<file path="src/rtl/spi_master_arbiter.sv">
// Mode-0 SPI master shared by NUM_REQ requesters using round-robin arbitration.
// Define SPI_LSB_FIRST_EN to shift bytes LSB first; the default build shifts MSB first.

module spi_master_arbiter #(
  parameter int NUM_REQ = 2,
  parameter int CLK_DIV = 4
) (
  input  logic                 clk,
  input  logic                 rst,
  input  logic [NUM_REQ-1:0]   req,
  input  logic [8*NUM_REQ-1:0] tx_data,
  output logic [NUM_REQ-1:0]   gnt,
  output logic                 busy,
  output logic                 done,
  output logic [7:0]           rx_data,
  output logic                 SCLK,
  output logic                 CS,
  output logic                 MOSI,
  input  logic                 MISO
);

  localparam int IDX_W = (NUM_REQ > 2) ? 2 : 1;
  localparam int DIV_W = (CLK_DIV > 1) ? $clog2(CLK_DIV) : 1;
  localparam logic [DIV_W-1:0] DIV_LAST = DIV_W'(CLK_DIV - 1);

  typedef enum logic [2:0] {IDLE, SETUP, HIGH, LOW, DONE, GAP} state_e;

  state_e             state_q;
  logic [DIV_W-1:0]   divCnt_q;
  logic [2:0]         bitCnt_q;
  logic [7:0]         txShift_q;
  logic [7:0]         rxShift_q;
  logic [7:0]         rxData_q;
  logic [IDX_W-1:0]   grantIdx_q;
  logic [IDX_W-1:0]   lastWinner_q;
  logic [NUM_REQ-1:0] gnt_q;
  logic               busy_q;
  logic               done_q;
  logic               sclk_q;
  logic               cs_q;
  logic               mosi_q;

  logic               divDone;
  logic               winValid_d;
  logic [IDX_W-1:0]   winner_d;
  logic [IDX_W-1:0]   cand;
  logic [7:0]         txByte_d;
  logic [7:0]         txShifted_d;
  logic [7:0]         rxShifted_d;
  logic               firstBit_d;
  logic               nextBit_d;

  assign divDone = (divCnt_q == DIV_LAST);

  // Search starts just after the last winner so a held request cannot starve the others.
  always_comb begin
    winValid_d = 1'b0;
    winner_d   = '0;
    cand       = '0;
    for (int k = 1; k <= NUM_REQ; k++) begin
      cand = IDX_W'((int'(lastWinner_q) + k) % NUM_REQ);
      if (!winValid_d && req[cand]) begin
        winValid_d = 1'b1;
        winner_d   = cand;
      end
    end
  end

  always_comb begin
    txByte_d = tx_data[7:0];
    for (int i = 0; i < NUM_REQ; i++) begin
      if (winner_d == IDX_W'(i)) begin
        txByte_d = tx_data[8*i +: 8];
      end
    end
  end

`ifdef SPI_LSB_FIRST_EN
  assign firstBit_d  = txByte_d[0];
  assign txShifted_d = {1'b0, txShift_q[7:1]};
  assign nextBit_d   = txShift_q[1];
  assign rxShifted_d = {MISO, rxShift_q[7:1]};
`else
  assign firstBit_d  = txByte_d[7];
  assign txShifted_d = {txShift_q[6:0], 1'b0};
  assign nextBit_d   = txShift_q[6];
  assign rxShifted_d = {rxShift_q[6:0], MISO};
`endif

  // MISO is captured on the same edge that raises SCLK; MOSI moves on the falling edge.
  always_ff @(posedge clk) begin
    if (rst) begin
      state_q      <= IDLE;
      divCnt_q     <= '0;
      bitCnt_q     <= '0;
      txShift_q    <= '0;
      rxShift_q    <= '0;
      rxData_q     <= '0;
      grantIdx_q   <= '0;
      lastWinner_q <= IDX_W'(NUM_REQ - 1);
      gnt_q        <= '0;
      busy_q       <= 1'b0;
      done_q       <= 1'b0;
      sclk_q       <= 1'b0;
      cs_q         <= 1'b1;
      mosi_q       <= 1'b0;
    end else begin
      done_q   <= 1'b0;
      divCnt_q <= divDone ? '0 : divCnt_q + DIV_W'(1);
      case (state_q)
        IDLE: begin
          divCnt_q <= '0;
          if (winValid_d) begin
            grantIdx_q <= winner_d;
            gnt_q      <= {{(NUM_REQ-1){1'b0}}, 1'b1} << winner_d;
            txShift_q  <= txByte_d;
            mosi_q     <= firstBit_d;
            cs_q       <= 1'b0;
            busy_q     <= 1'b1;
            bitCnt_q   <= '0;
            state_q    <= SETUP;
          end
        end
        SETUP: begin
          if (divDone) begin
            sclk_q    <= 1'b1;
            rxShift_q <= rxShifted_d;
            state_q   <= HIGH;
          end
        end
        HIGH: begin
          if (divDone) begin
            sclk_q  <= 1'b0;
            state_q <= LOW;
            if (bitCnt_q != 3'd7) begin
              txShift_q <= txShifted_d;
              mosi_q    <= nextBit_d;
            end
          end
        end
        LOW: begin
          if (divDone) begin
            if (bitCnt_q == 3'd7) begin
              cs_q         <= 1'b1;
              done_q       <= 1'b1;
              rxData_q     <= rxShift_q;
              lastWinner_q <= grantIdx_q;
              state_q      <= DONE;
            end else begin
              bitCnt_q  <= bitCnt_q + 3'd1;
              sclk_q    <= 1'b1;
              rxShift_q <= rxShifted_d;
              state_q   <= HIGH;
            end
          end
        end
        DONE: begin
          divCnt_q <= '0;
          gnt_q    <= '0;
          state_q  <= GAP;
        end
        GAP: begin
          if (divDone) begin
            busy_q  <= 1'b0;
            state_q <= IDLE;
          end
        end
        default: begin
          state_q <= IDLE;
        end
      endcase
    end
  end

  assign gnt     = gnt_q;
  assign busy    = busy_q;
  assign done    = done_q;
  assign rx_data = rxData_q;
  assign SCLK    = sclk_q;
  assign CS      = cs_q;
  assign MOSI    = mosi_q;

endmodule

</file>
<file path="config.mk">
export PLATFORM = sky130hd
export DESIGN_NAME = spi_master_arbiter
export DESIGN_NICKNAME = d
export VERILOG_FILES = /design/src/rtl/spi_master_arbiter.sv
export SDC_FILE = /design/constraint.sdc
export NUM_CORES = 1
export LEC_CHECK = 0
export ABC_CLOCK_PERIOD_IN_PS = 2200
export BUFFER_PORTS_ARGS = -buffer_cell sky130_fd_sc_hd__buf_2
export CAP_MARGIN = 20
export CORE_MARGIN = 3
export CORE_UTILIZATION = 45
export CTS_CLUSTER_DIAMETER = 200
export DETAILED_ROUTE_END_ITERATION = 6
export GPL_TIMING_DRIVEN = 0
export PLACE_DENSITY = 0.67
export REMOVE_ABC_BUFFERS = 1
export SYNTH_ARGS = -nofsm -noshare
export SYNTH_HDL_FRONTEND = slang
export SYNTH_SLANG_ARGS = --single-unit
</file>
<file path="constraint.sdc">
create_clock -name clk -period 2.2 [get_ports clk]
set_clock_uncertainty 0.2 [all_clocks]
set_input_delay 0.44 -clock clk [delete_from_list [all_inputs] [get_ports clk]]
set_output_delay 0.44 -clock clk [all_outputs]
set_load 0.05 [all_outputs]
</file>
# After elaboration in Yosys (flattened, before gate mapping)
# Index checks and enable logic that the tools add are counted.
# W data, S select, Z words.
# totals
reg_bits	40
latchBits	0
ram_bits	0
mem_bits_ro	0
output_inout_bits	15
n_memories	0
# classes
add_sub_neg	4
multipliers	0
div_mod_pow	0
order_cmp	2
n_eq_ne	16
shift	1
muxes	46
bitwise	2
reduce_logical	21
# ops
operator	n
$mux W8	4
$mux W3	9
$mux W7	3
$mux W1	20
$pmux W3 S6	1
$ne A2 B2 Y1 const B	8
$pmux W8 S2	1
$reduce_and A4 Y1	4
$pmux W7 S2	1
$reduce_and A5 Y1	2
$reduce_bool A2 Y1	5
$eq A3 B3 Y1 const B	3
$eq A3 B2 Y1 const B	2
$pmux W1 S2	3
$pmux W3 S2	1
$reduce_and A3 Y1	2
$lt A1 B2 Y1 const B	2
$pmux W2 S2	1
$reduce_and A2 Y1	2
$reduce_or A4 Y1	1
$add A3 B1 Y3 const B	1
$eq A3 B1 Y1 const B	1
$logic_not A3 Y1	1
$ne A3 B3 Y1 const B	1
11 further kinds	13

# Depth between registers and ports, before layout
# Gate-level depths: netlist (run 1).
# logic_depth
ltp_word	10
ltp_mapped	7
depth_no_buf	6

# Least setup slack after synthesis (run 1)
# Ideal clock, no wire load.
# synth_path
path_kind	register to register
from	register bitCnt_q[0]
to	register mosi_q, in the netlist MOSI
setup_ns	0.117
t_arrival_ns	1.745
required_time_ns	1.883
slack_ns	0.138
path_stages_with_launch	8
period_less_slack_ns	2.062
cell_sequence	dfxtp_1 ha_1 ha_1 nand2b_1 a2111o_1 nor2b_1 clkbuf_2 a32o_1
# synth_via
elab_chain_cells	3
# synth_rtl
item	line	text
start, declared	30	logic [2:0] bitCnt_q;
start signal, assigned	150	bitCnt_q <= bitCnt_q + 3'd1;
$ne A3 B3 Y1	135	if (bitCnt_q != 3'd7) begin
$ne A2 B2 Y1 (no source line)	n/a	
$reduce_and A4 Y1 (no source line)	n/a	
end signal, assigned	117	mosi_q <= firstBit_d;
end signal, assigned	137	mosi_q <= nextBit_d;
end, declared	41	logic mosi_q;
# Every way passes these cells.
# A chain may end at the register's enable or synchronous reset.

# Worst setup path in the final report (run 1)
# layout_path
from	register bitCnt_q[0]
to	register txShift_q[2]
# layout_via
elab_chain_cells	3
# layout_rtl
item	line	text
$ne A3 B3 Y1	135	
$ne A2 B2 Y1 (no source line)	n/a	
$reduce_and A4 Y1 (no source line)	n/a	
end signal, assigned	116	txShift_q <= txByte_d;
end signal, assigned	136	txShift_q <= txShifted_d;
end, declared	31	logic [7:0] txShift_q;
# Every way passes these cells.

==> results_dict.tcl, run 1 <==
set metrics [dict create \
    r2r-end "txShift_q[2]$_SDFFE_PP0P_" \
    nets 242 \
    rsz0062_at_grt "no" \
    critPathMaxFanout 7 \
    root_buffer "clkbuf_8" \
    wl_per_cell_um 12.97 \
    cts.sinks 40 \
    timing.critical_path.arrival_ns 2.08 \
    antenna_left 0 \
    core_mm2 0.003495 \
    use_met1_pct 19.98 \
    synthCells 188 \
    htreeDepth 2 \
    r2r_start "bitCnt_q[0]$_SDFFE_PP0P_" \
    antenna_found_initial 0 \
    postCtsSetupRepairBufs 0 \
    mostFrequentLayoutCell "dfxtp_1" \
    cap_violations 0 \
    ir_worst_vdd_uv 479.1 \
    drc_errors 0 \
    drive_gt1_share_pct 26.03 \
    track_usage_pct 16.74 \
    worst_pin_slew_ns 0.6174 \
    timing.hold.ws_ns 0.1842 \
    most-common-layout-cells "dfxtp_1 (40), buf_2 (35), nor2_1 (24)" \
    hold_path.class "in2reg" \
    routabilityCongestion 0.7444 \
    met2_usage_pct 27.83 \
    setup_violations 0 \
    fill_cells 317 \
    drv_slew 0 \
    startpoint_type "flip-flop" \
    outcome "completed" \
    diodes 0 \
    fp-row-count 21 \
    die-area_mm2 0.004568 \
    grt_pass1_vias 1300 \
    hold_depth 3 \
    finalSetupTns_ns 0 \
    path_buf_inv 0 \
    r2r_cells 6 \
    routed_wl_mm 3.436 \
    dr.pass1.iters 4 \
    maxSlewHeadroom_pct 58.84 \
    reg2reg_setup_slack_ns 0.10 \
    p_sw_uw 340.3 \
    vias_per_cell 5.362 \
    clk_pin_slew_worst_paths_ns 0.07 \
    hold_path_startpoint "MISO" \
    p_int_uw 1134 \
    die_x_um 67.59 \
    grt_pass1_wl_mm 5.754 \
    cp-end-kind "flip-flop" \
    combPwrFrac_pct 9.1 \
    synth-seq-area-share_pct 46.92 \
    power_frac_clock_pct 39.4 \
    vias 1421 \
    syn_to_final_growth_pct 18.11 \
    cpPeakStageDelay_ns 0.41 \
    worstPathRequired_ns 2.18 \
    crit_top_cell "ha_1" \
    hold_viol_final 0 \
    dp_cells 257 \
    period_needed_ns 2.098 \
    worst_skew_pair.late_latency_ns 0.29 \
    leakage_uw 0.0008198 \
    fin_cells 265 \
    start_util_pct 48.84 \
    design_area_mm2 0.002016 \
    power_frac_seq_pct 51.5 \
    crit_chain "ha_1 > ha_1 > nand2b_1 > a2111o_1 > nor2b_2 > a32o_1" \
    top_usage_layer "met2" \
    dpl_cell_area_mm2 0.001898 \
    clock_path_buffers 2 \
    cpMaxStageDelayCell "a2111o_1" \
    tritoncts "built" \
    yosysWarningCount 0 \
    drt_iter0_markers 91 \
    swShare_pct 23.08 \
    die_h_um 67.59 \
    crit_type "reg2reg" \
    grt_max_degree 36 \
    synth_area_mm2 0.001707 \
    design.portCount 36 \
    p_per_area_mw_per_mm2 731.4 \
    io_buffer_count 35 \
    fin_crit_sh_pct 95.35 \
    cts_buffers 5 \
    fin_util_pct 57.68 \
    avgSynthCellArea_um2 9.078 \
    synth_cell_types 32 \
    cp_top_family "compound AO/OA/AOI/OAI gates" \
    synth_seq_cells 40 \
    grt_overflow 0 \
    grtUsageMet3_pct 4.992 \
    worst_hold_path.endpoint "rxShift_q[0]$_SDFFE_PP0P_" \
    dp_hpwl_mm 2.459 \
    crit_path_start "bitCnt_q[0]$_SDFFE_PP0P_" \
    fmax_ghz 0.4767 \
]
[power by group through the flow]
stage	clock network, uW	registers (uW)	logic, uW
2_1_floorplan	0	799	60.4
3_3_place_gp	0	774	130
3_5_place_dp	0	776	135
4_1_cts	598	759	135
5_1_grt	623	762	150
6_report	581	759	135
[final cells by class]
class / count / area (um^2) / share of cell area, %
clock buffer: 6 / 72.57 / 3.600
sequential: 40 / 800.8 / 39.73
tap: 46 / 57.56 / 2.855
clock inverter: 2 / 35.03 / 1.738
multi-input combinational: 134 / 859.6 / 42.64
inverter: 1 / 3.754 / 0.1862
timing repair buffer: 36 / 186.4 / 9.249
[stage by stage]
step	setup slack [ns]	total power (uW)
after floorplan	-0.3430	859.0
after global placement	-0.7884	904.0
after detailed placement	0.02658	910.8
after CTS	0.01600	1492
after global routing	0.007139	1535
final	0.1023	1474
[layer usage]
metal  up-vias  part of all wire (%)
met5         -                     0
met4         0                   1.6
met3         6                   4.9
met2        26                    47
met1       669                    46
li1        720                     -
[worst max path at each step]
stage / to / slack [ns] / cells after the start
6_report: txShift_q[2]$_SDFFE_PP0P_ / 0.10 / 6
5_1_grt: txShift_q[5]$_SDFFE_PP0P_ / 0.007 / 6
4_1_cts: txShift_q[2]$_SDFFE_PP0P_ / 0.02 / 6
3_5_place_dp: txShift_q[2]$_SDFFE_PP0P_ / 0.03 / 6
3_3_place_gp: lastWinner_q$_SDFFE_PP1P_ / -0.79 / 6
2_1_floorplan: lastWinner_q$_SDFFE_PP1P_ / -0.34 / 6
[synth_stat cells]
library cell | number | area [um^2]
a21boi_2 | 1 | 11.26
ha_1 | 3 | 37.54
a211oi_1 | 2 | 15.01
nand4b_1 | 1 | 8.760
nor2b_1 | 4 | 25.02
nand2_1 | 22 | 82.58
o211a_1 | 1 | 10.01
dfxtp_1 | 40 | 800.8
nor3_1 | 6 | 30.03
clkbuf_2 | 1 | 5.000
or2_2 | 7 | 43.79
nand2b_1 | 2 | 12.51
buf_4 | 1 | 7.510
a22oi_1 | 2 | 15.01
a2bb2oi_1 | 1 | 8.760
clkbuf_1 | 8 | 30.03
nor2_1 | 24 | 90.09
a2111o_1 | 1 | 11.26
nand3_1 | 10 | 50.05
a21boi_0 | 1 | 7.510
nor4b_1 | 2 | 17.52
a211o_1 | 2 | 17.52
a21oi_1 | 10 | 50.05
o21ai_2 | 1 | 8.760
a32o_1 | 7 | 70.07
buf_2 | 3 | 15.01
nor4_1 | 3 | 18.77
inv_1 | 1 | 3.750
nor2_2 | 1 | 6.260
and3_1 | 1 | 6.260
a21bo_2 | 1 | 10.01
mux2i_1 | 18 | 180.2
[timing repair]
| action | in CTS | in global routing |
|---|---|---|
| hold buffers | 0 | 0 |
| gates resized for setup | 0 | 3 |
| setup endpoints to repair | 0 | 15 |
[sequential cells by signal, summed over array words and instances, names as in the netlist]
name          cells
txShift_q         7
CS                1
gnt               2
divCnt_q          2
grantIdx_q        1
SCLK              1
done              1
lastWinner_q      1
rx_data           8
busy              1
bitCnt_q          3
rxShift_q         8
MOSI              1
state_q           3
[kinds of logic after synthesis]
kind of cell             count (synthesis)  share of synthesized area (%)
buffers and inverters                   14                          3.592
AO/OA/AOI/OAI                           30                          13.78
adder cells (fa/ha/maj)                  3                          2.200
multiplexers                            18                          10.56
AND/OR/NAND/NOR                         83                          22.95
flip-flops                              40                          46.92
[tightest hold or removal path, stage by stage]
cell     delay, ns
buf_2         0.08
mux2i_1       0.05
nor2_1        0.07
(Power assumes the default switching activity.)
==> run 2: changes to the inputs <==
- CTS_BUF_LIST: not set -> sky130_fd_sc_hd__clkbuf_8
- CTS_CLUSTER_DIAMETER: 200 -> 40
==> results_dict.tcl, run 2 (synthesis gave the netlist of run 1 again) <==
set metrics [dict create \
    fp-row-count 21 \
    syn_to_final_growth_pct 18.11 \
    cp-end-kind "flip-flop" \
    critPathMaxFanout 7 \
    cts.sinks 40 \
    outcome "completed" \
    grt_pass1_wl_mm 5.754 \
    antenna_left 0 \
    mostFrequentLayoutCell "dfxtp_1" \
    drive_gt1_share_pct 26.03 \
    htreeDepth 2 \
    rsz0062_at_grt "no" \
    dp_hpwl_mm 2.459 \
    routabilityCongestion 0.7444 \
    hold_path.class "in2reg" \
    p_per_area_mw_per_mm2 729.4 \
    hold_viol_final 0 \
    worst_pin_slew_ns 0.6181 \
    drt_iter0_markers 90 \
    die_x_um 67.59 \
    swShare_pct 23.19 \
    antenna_found_initial 0 \
    track_usage_pct 16.74 \
    dr.pass1.iters 4 \
    routed_wl_mm 3.436 \
    root_buffer "clkbuf_8" \
    ir_worst_vdd_uv 479.1 \
    die-area_mm2 0.004568 \
    design_area_mm2 0.002016 \
    clk_pin_slew_worst_paths_ns 0.07 \
    drv_slew 0 \
    start_util_pct 48.84 \
    core_mm2 0.003495 \
    crit_type "reg2reg" \
    setup_violations 0 \
    fin_util_pct 57.68 \
    cpPeakStageDelay_ns 0.41 \
    worst_skew_pair.late_latency_ns 0.29 \
    power_frac_seq_pct 51.6 \
    wl_per_cell_um 12.97 \
    p_int_uw 1129 \
    maxSlewHeadroom_pct 58.79 \
    p_sw_uw 340.9 \
    timing.critical_path.arrival_ns 2.08 \
    io_buffer_count 35 \
    vias_per_cell 5.362 \
    startpoint_type "flip-flop" \
    power_frac_clock_pct 39.2 \
    crit_top_cell "ha_1" \
    leakage_uw 0.0008240 \
    vias 1421 \
    period_needed_ns 2.099 \
    die_h_um 67.59 \
    grt_overflow 0 \
    combPwrFrac_pct 9.2 \
    diodes 0 \
    crit_chain "ha_1 > ha_1 > nand2b_1 > a2111o_1 > nor2b_2 > a32o_1" \
    design.portCount 36 \
    tritoncts "built" \
    nets 242 \
    dpl_cell_area_mm2 0.001898 \
    fin_crit_sh_pct 95.40 \
    worstPathRequired_ns 2.18 \
    most-common-layout-cells "dfxtp_1 (40), buf_2 (35), nor2_1 (24)" \
    grt_max_degree 36 \
    cts_buffers 5 \
    cpMaxStageDelayCell "a2111o_1" \
    postCtsSetupRepairBufs 0 \
    drc_errors 0 \
    grt_pass1_vias 1300 \
    cap_violations 0 \
    fmax_ghz 0.4765 \
    clock_path_buffers 2 \
]
==> run 2: power groups by stage <==
stage / clock network, uW / logic, uW / registers, uW
global placement: 0 / 130 / 774
detailed placement: 0 / 135 / 776
finish: 577 / 135 / 759
CTS: 594 / 135 / 759
global route: 619 / 150 / 762
floorplan: 0 / 60.4 / 799
==> run 2: stage by stage <==
stage / TNS (ns) / cells / power (uW) / hold slack, ns / worst slack (ns)
finish: 0 / 265 / 1470 / 0.1842 / 0.1012
global route: 0 / 265 / 1531 / 0.2299 / 0.007139
floorplan: -2.690 / 175 / 859.0 / 0.2037 / -0.3430
global placement: -7.896 / 256 / 904.0 / 0.2147 / -0.7884
detailed placement: 0 / 257 / 910.8 / 0.2540 / 0.02658
CTS: 0 / 265 / 1488 / 0.1791 / 0.01600
==> run 2: worst paths after layout <==
check	startpoint	end	slack, ns	cells past startpoint
hold reg to reg	divCnt_q[0]$_SDFF_PP0_	divCnt_q[0]$_SDFF_PP0_	0.25	1
setup / recovery	bitCnt_q[0]$_SDFFE_PP0P_	txShift_q[2]$_SDFFE_PP0P_	0.10	6
hold / removal	MISO	rxShift_q[0]$_SDFFE_PP0P_	0.18	3
setup reg to reg	bitCnt_q[0]$_SDFFE_PP0P_	txShift_q[2]$_SDFFE_PP0P_	0.10	6
==> run 2: what timing repair did <==
| item | 4_1_cts | 5_1_grt |
|---|---|---|
| hold buffers | 0 | 0 |
| endpoints found under the setup margin | 0 | 15 |
| gates resized for setup | 0 | 3 |
==> run 2: critical path: cells and delay by family (launching register included) <==
kind	cells	cell delay, ns
and+or+nand+nor	2	0.37
AOI/OAI and AO/OA	2	0.66
DFF	1	0.33
adders and majority gates	2	0.42
==> run 2: metal layers <==
layer  track usage [%]  vias up  part of all wire [%]
li1                  -      720                     -
met1             19.98      667                    46
met2             27.83       28                    47
met3             4.992        6                   4.9
met4             6.835        0                   1.6
met5                 0        -                     0
==> run 2: area by class of cell <==
type | count | area, um^2
multi-input cells | 134 | 859.6
flip-flops and latches | 40 | 800.8
fillers | 317 | 1479
repair buffers | 36 | 186.4
clock buffers | 5 | 68.82
clock inverters | 3 | 38.79
well taps | 46 | 57.56
inverters | 1 | 3.754
==> run 3: changes to the inputs <==
- RECOVER_POWER: not set -> 50
==> results_dict.tcl, run 3 (synthesis gave the netlist of run 1 again) <==
set metrics [dict create \
    outcome "completed" \
    clock_path_buffers 2 \
    vias_per_cell 5.374 \
    drc_errors 0 \
    setup_violations 0 \
    hold_buffers 0 \
    startpoint_type "flip-flop" \
    track_usage_pct 16.74 \
    vias 1424 \
    core_mm2 0.003495 \
    ir_worst_vdd_uv 480.4 \
    most-common-layout-cells "dfxtp_1 (40), nor2_1 (24), nand2_1 (22)" \
    tritoncts "built" \
    postCtsSetupRepairBufs 0 \
    die_h_um 67.59 \
    antenna_found_initial 0 \
    dp_hpwl_mm 2.459 \
    routed_wl_mm 3.423 \
    timing.critical_path.arrival_ns 2.08 \
    fill_cells 321 \
    worst_pin_slew_ns 0.6151 \
    grt_pass1_vias 1300 \
    cp-end-kind "flip-flop" \
    drv_slew 0 \
    syn_to_final_growth_pct 16.79 \
    p_per_area_mw_per_mm2 736.4 \
    fin_crit_sh_pct 95.32 \
    regArea_um2 800.8 \
    diodes 0 \
    drive_gt1_share_pct 18.72 \
    routabilityCongestion 0.7444 \
    clk_pin_slew_worst_paths_ns 0.07 \
    grt_overflow 0 \
    finalSetupTns_ns 0 \
    fp-row-count 21 \
    io_buffer_count 35 \
    maxSlewHeadroom_pct 58.99 \
    cts_buffers 5 \
    start_util_pct 48.84 \
    leakage_uw 0.0007613 \
    mostFrequentLayoutCell "dfxtp_1" \
    worstPathRequired_ns 2.19 \
    cap_violations 0 \
    critPathMaxFanout 7 \
    htreeDepth 2 \
    die_x_um 67.59 \
    root_buffer "clkbuf_8" \
    die-area_mm2 0.004568 \
    drt_iter0_markers 91 \
    rsz0062_at_grt "no" \
    worst_skew_pair.late_latency_ns 0.29 \
    crit_type "reg2reg" \
    wl_per_cell_um 12.92 \
    period_needed_ns 2.097 \
    fmax_ghz 0.4769 \
    dr.pass1.iters 4 \
    grt_pass1_wl_mm 5.754 \
    antenna_left 0 \
    multiInputGateArea_um2 855.8 \
    grt_max_degree 36 \
    total_power_uw 1468 \
    cts.sinks 40 \
    hold_viol_final 0 \
    hold_path.class "in2reg" \
    nets 242 \
    design.portCount 36 \
]
==> run 3: power by group <==
part | internal, uW | leakage, uW | switching (uW)
Sequential | 745 | 0.000325 | 13.5
Combinational | 49.7 | 0.000377 | 81.7
Clock | 332 | 0.0000593 | 245
Total | 1130 | 0.000761 | 341
==> run 3: final cells by class <==
cell class	instances	share of cell area, %
sequential	40	40.18
timing repair buffer	36	8.412
clock buffer	5	3.453
tap	46	2.888
clock inverter	3	1.946
multi-input combinational	134	42.94
inverter	1	0.1883
==> run 3: path summary, 6_finish.rpt <==
check | startpoint | to | slack, ns | cells after the start
setup / recovery | bitCnt_q[0]$_SDFFE_PP0P_ | txShift_q[2]$_SDFFE_PP0P_ | 0.10 | 6
hold / removal | MISO | rxShift_q[0]$_SDFFE_PP0P_ | 0.18 | 3
setup reg to reg | bitCnt_q[0]$_SDFFE_PP0P_ | txShift_q[2]$_SDFFE_PP0P_ | 0.10 | 6
hold reg to reg | divCnt_q[0]$_SDFF_PP0_ | divCnt_q[0]$_SDFF_PP0_ | 0.25 | 1
==> run 3: per-stage QoR <==
stage          setup slack [ns]  hold WS, ns  cells  cell area, um^2  utilization, %
6_report                 0.1031       0.1835    265             1993           57.04
5_1_grt                0.007139       0.2299    265             1993           57.04
4_1_cts                 0.01600       0.1791    265             2006           57.39
3_5_place_dp            0.02658       0.2540    257             1898           54.31
3_3_place_gp            -0.7884       0.2147    256             1882           53.85
2_1_floorplan           -0.3430       0.2037    175             1649               -
==> run 3: layer usage <==
layer	track usage [%]	wire length (um)
met1	19.98	1552
met2	27.83	1622
met3	4.992	192
met4	6.835	56
met5	0	0
==> run 3: critical path, stage by stage, from the launching register on <==
cell and delay, ns:
dfxtp_1 0.33, ha_1 0.20, ha_1 0.22, nand2b_1 0.15
a2111o_1 0.41, nor2b_2 0.22, a32o_1 0.25
==> run 3: repair_timing <==
action,CTS,global route
hold endpoints to repair,0,0
endpoints found under the setup margin,0,15
resized for setup,0,3
